<file path="config.mk">
export PLATFORM = sky130hd
export DESIGN_NAME = mem_arbiter
export DESIGN_NICKNAME = d
export VERILOG_FILES = /design/src/rtl/mem_arbiter.sv
export SDC_FILE = /design/constraint.sdc
export NUM_CORES = 1
export LEC_CHECK = 0
export CAP_MARGIN = 15
export CELL_PAD_IN_SITES_DETAIL_PLACEMENT = 1
export CELL_PAD_IN_SITES_GLOBAL_PLACEMENT = 1
export CORE_MARGIN = 3
export CORE_UTILIZATION = 27
export CTS_CLUSTER_DIAMETER = 40
export DETAILED_ROUTE_END_ITERATION = 16
export PLACE_DENSITY = 0.84
export SETUP_SLACK_MARGIN = 0.4
export SYNTH_ARGS = -nofsm -noshare
export SYNTH_HDL_FRONTEND = slang
export SYNTH_SLANG_ARGS = --single-unit
</file>
<file path="constraint.sdc">
create_clock -name ma_clk -period 2.6 [get_ports ma_clk]
set_clock_uncertainty 0.1 [all_clocks]
set_input_delay 0.26 -clock ma_clk [delete_from_list [all_inputs] [get_ports ma_clk]]
set_output_delay 0.26 -clock ma_clk [all_outputs]
set_load 0.005 [all_outputs]
</file>
<file path="src/rtl/mem_arbiter.sv">
// Shares one single-port memory between fetch and data: each access is grant -> issue -> wait -> respond.
// A request seen in IDLE at t is acked at t+3 at the earliest. Requesters stall until their ack arrives; there is no queueing.
module mem_arbiter #(
    parameter int AWIDTH        = 32,
    parameter int DWIDTH        = 32,
    parameter int MAX_DM_STREAK = 4,
    parameter int TIMEOUT       = 16
) (
    input  logic              ma_clk,
    input  logic              ma_rst,
    input  logic              ma_i_if_req,
    input  logic [AWIDTH-1:0] ma_i_if_addr,
    input  logic              ma_i_dm_req,
    input  logic              ma_i_dm_we,
    input  logic [AWIDTH-1:0] ma_i_dm_addr,
    input  logic [DWIDTH-1:0] ma_i_dm_wdata,
    input  logic              ma_i_flush,
    output logic              ma_o_if_ack,
    output logic [DWIDTH-1:0] ma_o_if_rdata,
    output logic              ma_o_dm_ack,
    output logic [DWIDTH-1:0] ma_o_dm_rdata,
    output logic              ma_o_stall_if,
    output logic              ma_o_stall_dm,
    output logic              ma_o_mem_ce,
    output logic              ma_o_mem_we,
    output logic [AWIDTH-1:0] ma_o_mem_addr,
    output logic [DWIDTH-1:0] ma_o_mem_wdata,
    input  logic [DWIDTH-1:0] ma_i_mem_rdata,
    input  logic              ma_i_mem_ack,
    output logic              ma_o_err
);
    localparam int SW = $clog2(MAX_DM_STREAK + 1);
    localparam int TW = $clog2(TIMEOUT + 1);

    typedef enum logic [1:0] {S_IDLE, S_ISSUE, S_WAIT, S_RESP} state_t;

    state_t            r_state;
    logic              r_own_if;
    logic              r_store;
    logic              r_flush_pend;
    logic              r_if_ack;
    logic              r_dm_ack;
    logic              r_ce;
    logic              r_we;
    logic              r_err;
    logic [SW-1:0]     r_streak;
    logic [TW-1:0]     r_tmo;
    logic [AWIDTH-1:0] r_addr;
    logic [DWIDTH-1:0] r_wdata;
    logic [DWIDTH-1:0] r_rdata;

    logic w_grant_if;
    logic w_flush_if;
    logic w_done;

    // Data wins ties until it has starved a waiting fetch MAX_DM_STREAK times in a row.
    assign w_grant_if = ma_i_if_req & (~ma_i_dm_req | (r_streak == SW'(MAX_DM_STREAK)));
    assign w_flush_if = ma_i_flush & r_own_if;
    assign w_done     = ma_i_mem_ack | (r_tmo == TW'(TIMEOUT - 1));

    always_ff @(posedge ma_clk) begin
        if (ma_rst) begin
            r_state      <= S_IDLE;
            r_own_if     <= 1'b0;
            r_store      <= 1'b0;
            r_flush_pend <= 1'b0;
            r_if_ack     <= 1'b0;
            r_dm_ack     <= 1'b0;
            r_ce         <= 1'b0;
            r_we         <= 1'b0;
            r_err        <= 1'b0;
            r_streak     <= '0;
            r_tmo        <= '0;
            r_addr       <= '0;
            r_wdata      <= '0;
            r_rdata      <= '0;
        end else begin
            r_if_ack <= 1'b0;
            r_dm_ack <= 1'b0;
            r_ce     <= 1'b0;
            r_we     <= 1'b0;
            case (r_state)
                S_IDLE: begin
                    if (ma_i_if_req | ma_i_dm_req) begin
                        r_own_if <= w_grant_if;
                        r_ce     <= 1'b1;
                        r_state  <= S_ISSUE;
                        if (w_grant_if) begin
                            r_addr   <= ma_i_if_addr;
                            r_wdata  <= '0;
                            r_store  <= 1'b0;
                            r_streak <= '0;
                        end else begin
                            r_addr  <= ma_i_dm_addr;
                            r_wdata <= ma_i_dm_wdata;
                            r_store <= ma_i_dm_we;
                            r_we    <= ma_i_dm_we;
                            if (!ma_i_if_req)
                                r_streak <= '0;
                            else if (r_streak != SW'(MAX_DM_STREAK))
                                r_streak <= r_streak + SW'(1);
                        end
                    end
                end
                S_ISSUE: begin
                    r_tmo <= '0;
                    if (w_flush_if) r_flush_pend <= 1'b1;
                    r_state <= S_WAIT;
                end
                S_WAIT: begin
                    if (w_flush_if) r_flush_pend <= 1'b1;
                    if (w_done) begin
                        r_state  <= S_RESP;
                        r_rdata  <= (ma_i_mem_ack & ~r_store) ? ma_i_mem_rdata : '0;
                        r_if_ack <= r_own_if & ~r_flush_pend & ~ma_i_flush;
                        r_dm_ack <= ~r_own_if;
                        if (!ma_i_mem_ack) r_err <= 1'b1;
                    end else begin
                        r_tmo <= r_tmo + TW'(1);
                    end
                end
                default: begin
                    r_flush_pend <= 1'b0;
                    r_state      <= S_IDLE;
                end
            endcase
        end
    end

    // A flush arriving in the response cycle itself must still kill the fetch ack.
    assign ma_o_if_ack    = r_if_ack & ~ma_i_flush;
    assign ma_o_dm_ack    = r_dm_ack;
    assign ma_o_if_rdata  = r_rdata;
    assign ma_o_dm_rdata  = r_rdata;
    assign ma_o_stall_if  = ma_i_if_req & ~ma_o_if_ack;
    assign ma_o_stall_dm  = ma_i_dm_req & ~ma_o_dm_ack;
    assign ma_o_mem_ce    = r_ce;
    assign ma_o_mem_we    = r_we;
    assign ma_o_mem_addr  = r_addr;
    assign ma_o_mem_wdata = r_wdata;
    assign ma_o_err       = r_err;

endmodule

</file>
==> results of run 1 <==
per-stage QoR:
step	setup WS [ps]	util [%]	total power [uW]	hold slack, ps
floorplan	627	-	3530	239
global placement	538	43.0	4810	319
detailed placement	475	43.0	4870	327
CTS	484	46.4	7310	150
global route	442	46.5	7650	160
finish	520	46.5	7210	167
flip-flops by register name, indices dropped and copies added, names as in the netlist:
signal	cells
ma_o_dm_ack	1
r_own_if	1
r_store	1
ma_o_mem_wdata	32
ma_o_dm_rdata	32
r_flush_pend	1
r_state	2
r_if_ack	1
ma_o_mem_ce	1
ma_o_mem_addr	32
ma_o_mem_we	1
r_streak	3
ma_o_err	1
r_tmo	5
what timing repair did:
action,in CTS,in global routing
resized for setup,0,1
endpoints found under the hold margin,0,0
endpoints found under the setup margin,0,1
Yosys cell counts:
| cell type | n |
|---|---|
| dfxtp_1 | 114 |
| and3_1 | 1 |
| a211oi_1 | 1 |
| a21oi_1 | 39 |
| buf_6 | 1 |
| a31oi_1 | 4 |
| or3_2 | 2 |
| o21a_1 | 3 |
| nor2b_1 | 3 |
| a21boi_4 | 1 |
| a32oi_1 | 1 |
| o211ai_1 | 33 |
| nand4_1 | 3 |
| a21bo_2 | 1 |
| nand3b_1 | 2 |
| or4_1 | 3 |
| inv_1 | 9 |
| nor3_1 | 2 |
| nand2b_1 | 1 |
| buf_1 | 2 |
| nand4b_1 | 1 |
| or2_4 | 1 |
| o21ba_2 | 1 |
| ha_1 | 7 |
| a22o_1 | 32 |
| nor3b_1 | 2 |
| nand2_1 | 37 |
| or3b_2 | 1 |
| nor4b_4 | 1 |
| clkbuf_1 | 18 |
| buf_2 | 27 |
| a311oi_1 | 32 |
| o21ai_1 | 3 |
| o31ai_1 | 1 |
| nor4b_1 | 1 |
| nor2_1 | 39 |
| nand3_1 | 34 |
| buf_4 | 38 |
| o21ai_0 | 36 |
final cells by class:
| class | instances | area [um^2] |
|---|---|---|
| Clock buffer | 18 | 439 |
| Clock inverter | 14 | 164 |
| Fill cell | 1962 | 9360 |
| Inverter | 9 | 33.8 |
| Multi-Input combinational cell | 329 | 2060 |
| Sequential cell | 114 | 2280 |
| Tap cell | 225 | 282 |
| Timing Repair Buffer | 284 | 2860 |
path summary, 6_finish.rpt:
check | from | to | slack, ps | cells past startpoint
worst min-delay path | ma_i_if_req | r_streak[1] | 170 | 3
worst max-delay path | r_tmo[0] | r_tmo[3] | 520 | 6
worst max register to register | r_tmo[0] | r_tmo[3] | 520 | 6
worst min register to register | r_flush_pend | r_if_ack | 330 | 1
worst max-delay path: stages, from the launching register on:
cell and delay, ps:
dfxtp_1 340, ha_1 220, and3_1 190, ha_2 200
or2_4 270, or4_1 520, a31oi_1 170
logic make-up after synthesis:
family	count (synthesis)	share of synthesized area, %
AO/OA/AOI/OAI	188	26.9
AND/OR/NAND/NOR	134	13.2
flip-flops	114	46.9
buffers and inverters	95	11.1
adder cells (fa/ha/maj)	7	1.80
power by group:
group / total [uW] / switching (uW) / internal [uW] / leakage (uW)
logic: 2470 / 1140 / 1330 / 0.00165
clock network: 2390 / 870 / 1520 / 0.000280
registers: 2350 / 223 / 2120 / 0.000933
layer usage:
metal | GRT usage [%] | vias to the layer above
met2 | 31.3 | 203
li1 | - | 2375
met5 | 0 | -
met1 | 20.9 | 2409
met3 | 7.07 | 15
met4 | 4.69 | 0
==> impl_metrics.json, run 1 <==
{
  "status": "finished, final reports clean",
  "die_h_um": 140,
  "initial_core_util_pct": 27.8,
  "cts_buffer_depth": 2,
  "syn_area_mm2": 0.00486,
  "cts_buffers": 17,
  "postCtsSetupBuffers": 0,
  "final_cell_mix": "clkdlybuf4s50_1 (267), dfxtp_1 (114), a21oi_1 (39)",
  "drtIter0Drc": 130,
  "rows": 48,
  "dieArea_mm2": 0.0196,
  "cts_hold_buf": 0,
  "synthCells": 538,
  "yosysWarnings": 0,
  "cp.required_ps": 2830,
  "period_needed_ps": 2080,
  "max-slew-margin-rel_pct": 63.6,
  "place_hpwl_um": 13000,
  "synthToLayoutAreaGrowth_pct": 67.1,
  "clock-sinks": 114,
  "io_buffers": 269,
  "dr.max_layer_used": "met4",
  "final_common_cell": "clkdlybuf4s50_1",
  "ys_seq_area_share_pct": 46.9,
  "cap_violations": 0,
  "synth.distinct_cells": 39,
  "yosys.area.top_type": "dfxtp_1",
  "grt_pass1_wl_um": 28500,
  "m1WireLength_um": 7450,
  "h-tree-depth": 4,
  "wl_per_cell_um": 18.3,
  "fin_crit_sh_pct": 80.0,
  "fmax_mhz": 481,
  "final_area_mm2": 0.00812,
  "setup_viol": 0,
  "grt_usage_pct": 18.1,
  "die_w_um": 140,
  "wl_met2_um": 9050,
  "cts_tree": "done",
  "tns_ps": 0,
  "power_density_mw_per_mm2": 888,
  "coreArea_mm2": 0.0175,
  "rsz0062_at_grt": "false",
  "routed_via_density": 5.04,
  "clk_latency_ps": 400,
  "n_antenna_cell": 0,
  "maxSlewViolCount": 0,
  "antenna_found_initial": 0,
  "crit_arrival_ps": 2310,
  "via_count": 5002,
  "clkTransAtPathRegs_ps": 50,
  "dp_cells": 961,
  "drtAntennaViolNets": 0,
  "avgSynthCellArea_um2": 9.04,
  "drc": 0,
  "path_max_fanout": 5,
  "tightest_slew_ps": 546,
  "gr-total-overflow": 0,
  "layout.cells.non_filler": 993,
  "drive_above_1_share_pct": 8.07,
  "hp-class": "primary input to flip-flop",
  "wl_um": 18200,
  "ys_ff_latch": 114,
  "synth.top_cells.by_area": "dfxtp_1 (47%), buf_4 (5.9%), a22o_1 (5.8%)",
  "path_class": "flip-flop to flip-flop",
  "grt_pass1_vias": 5100,
  "io_pins": 270,
  "grt_max_degree": 41,
  "ir_drop_uv": 449,
  "synth_top_area_share_pct": 46.9,
  "endpoint_kind": "flip-flop",
  "finalHoldViolCount": 0,
  "nets": 897,
  "startpoint_type": "flip-flop",
  "syn_nets": 680,
  "p_leak_uw": 0.00287,
  "met3_length_um": 1430,
  "drt_pre_antenna_iters": 4,
  "placed_area_mm2": 0.00751,
  "place.gp.congestion": 0.773,
  "cts-root-buf": "clkbuf_16"
}
No activity file was read; power rests on OpenSTA's default activity.
==> run 2, diff against run 1 <==
==> constraint.sdc (replaced) <==
create_clock -name ma_clk -period 2.1 [get_ports ma_clk]
set_clock_uncertainty 0.1 [all_clocks]
set_input_delay 0.21 -clock ma_clk [delete_from_list [all_inputs] [get_ports ma_clk]]
set_output_delay 0.21 -clock ma_clk [all_outputs]
set_load 0.005 [all_outputs]
==> run 2 against run 1 <==
Compared with the run above:
- clock power increased by 23%
- largest power group unchanged
- sequential share of layout area decreased by 2.4 points
- sequential power increased by 24%
- global-route usage increased by 0.47 points
- critical path depth unchanged
- critical path type unchanged
==> impl_metrics.json, run 2 (same netlist as run 1, synthesis figures left out) <==
{
  "status": "finished, final reports clean",
  "io_buffers": 269,
  "internal_power_uw": 6520,
  "initial_core_util_pct": 27.8,
  "tightest_slew_ps": 488,
  "drt_pre_antenna_iters": 4,
  "final_cell_mix": "clkdlybuf4s50_1 (262), dfxtp_1 (108), nor2_1 (38)",
  "sw_frac_of_total_pct": 31.2,
  "fmax_mhz": 524,
  "gr-total-overflow": 0,
  "wl_um": 20500,
  "p_clk_share_pct": 31.1,
  "path_cells": "ha_2, and3_4, ha_4, or3b_4, or4_1, o21ai_1",
  "ir_drop_uv": 621,
  "drtAntennaViolNets": 0,
  "nets": 932,
  "grt_pass1_wl_um": 29000,
  "startpoint_type": "flip-flop",
  "p_leak_uw": 0.00323,
  "path_class": "flip-flop to flip-flop",
  "hold_ws_ps": 92.5,
  "clk_latency_ps": 410,
  "cap_violations": 0,
  "power_switching_uw": 2950,
  "clock-sinks": 114,
  "final_common_cell": "clkdlybuf4s50_1",
  "cts_tree": "done",
  "drive_above_1_share_pct": 18.2,
  "cts-root-buf": "clkbuf_16",
  "grt_usage_pct": 18.6,
  "dieArea_mm2": 0.0196,
  "finalHoldViolCount": 0,
  "grt_max_degree": 59,
  "h-tree-depth": 4,
  "crit_buf_inv": 0,
  "clkTransAtPathRegs_ps": 50,
  "cp.required_ps": 2330,
  "io_pins": 270,
  "tns_ps": 0,
  "critPathSlowestCell": "or4_1",
  "utilization_pct": 51.0,
  "antenna_found_initial": 0,
  "p_seq_share_pct": 30.8,
  "setup_viol": 0,
  "cts_buffer_depth": 2,
  "wl_per_cell_um": 19.9,
  "rows": 48,
  "rsz0062_at_grt": "true",
  "maxSlewViolCount": 0,
  "drtIter0Drc": 190,
  "max-slew-margin-rel_pct": 67.5,
  "die_h_um": 140,
  "via_count": 5197,
  "routed_via_density": 5.06,
  "period_needed_ps": 1910,
  "hp-class": "primary input to flip-flop",
  "crit_family": "simple AND/OR/NAND/NOR gates",
  "final_area_mm2": 0.00891,
  "place_hpwl_um": 12900,
  "fin_crit_sh_pct": 90.9,
  "path_max_fanout": 5,
  "power_density_mw_per_mm2": 1060,
  "place.gp.congestion": 0.825,
  "grt_pass1_vias": 5114,
  "n_antenna_cell": 0,
  "drc": 0,
  "placed_area_mm2": 0.00761,
  "synthToLayoutAreaGrowth_pct": 83.2,
  "die_w_um": 140,
  "pwr-share-comb_pct": 38.2,
  "crit_arrival_ps": 2140,
  "cts_buffers": 17,
  "endpoint_kind": "flip-flop",
  "coreArea_mm2": 0.0175,
  "slowest_delay_ps": 400
}
-- run 2: final timing paths --
check / slack [ps] / to / depth (start not counted) / start
worst max-delay path: 190 / r_tmo[2] / 6 / r_tmo[0]
worst min-delay path: 90 / r_streak[1] / 3 / ma_i_if_req
worst max register to register: 190 / r_tmo[2] / 6 / r_tmo[0]
worst min register to register: 330 / r_if_ack / 1 / r_flush_pend
-- run 2: layout make-up --
cell class / count / area, um^2
inverters: 9 / 33.8
well taps: 225 / 282
flip-flops and latches: 114 / 2290
multi-input cells: 329 / 2310
clock buffers: 24 / 502
fillers: 1930 / 8570
repair buffers: 319 / 3390
clock inverters: 8 / 100
-- run 2: timing repair --
item	CTS	global route
gates resized for setup	22	79
hold buffers	1	0
hold endpoints to repair	1	0
gates cloned	3	6
pin swaps	6	64
setup buffers	5	17
endpoints found under the setup margin	98	83
-- run 2: per-stage QoR --
step           cells  setup WS (ps)  total power [uW]
3_5_place_dp     964            187              6100
6_report        1028            191              9470
5_1_grt         1028            130             10000
2_1_floorplan    538            283              4380
4_1_cts         1005            205              9220
3_3_place_gp     964            232              6010
-- run 2: power by group through the flow --
stage | Sequential (uW) | Combinational, uW | Clock (uW)
floorplan | 2950 | 1430 | 0
global placement | 2920 | 3090 | 0
detailed placement | 2950 | 3150 | 0
CTS | 2910 | 3290 | 3010
global route | 2970 | 3900 | 3120
finish | 2910 | 3620 | 2940
-- run 2: worst register-to-register path, stage by stage (launching register included) --
cell and delay, ps:
dfxtp_2 320, ha_2 180, and3_4 180, ha_4 170, or3b_4 390, or4_1 400, o21ai_1 100
-- run 2: metal layers --
metal  wire [um]  vias to the layer above  GRT usage (%)
li1            -                     2453              -
met1        8170                     2520           21.4
met2       10400                      205           31.5
met3        1600                       19           7.99
met4         309                        0           5.25
met5           0                        -              0
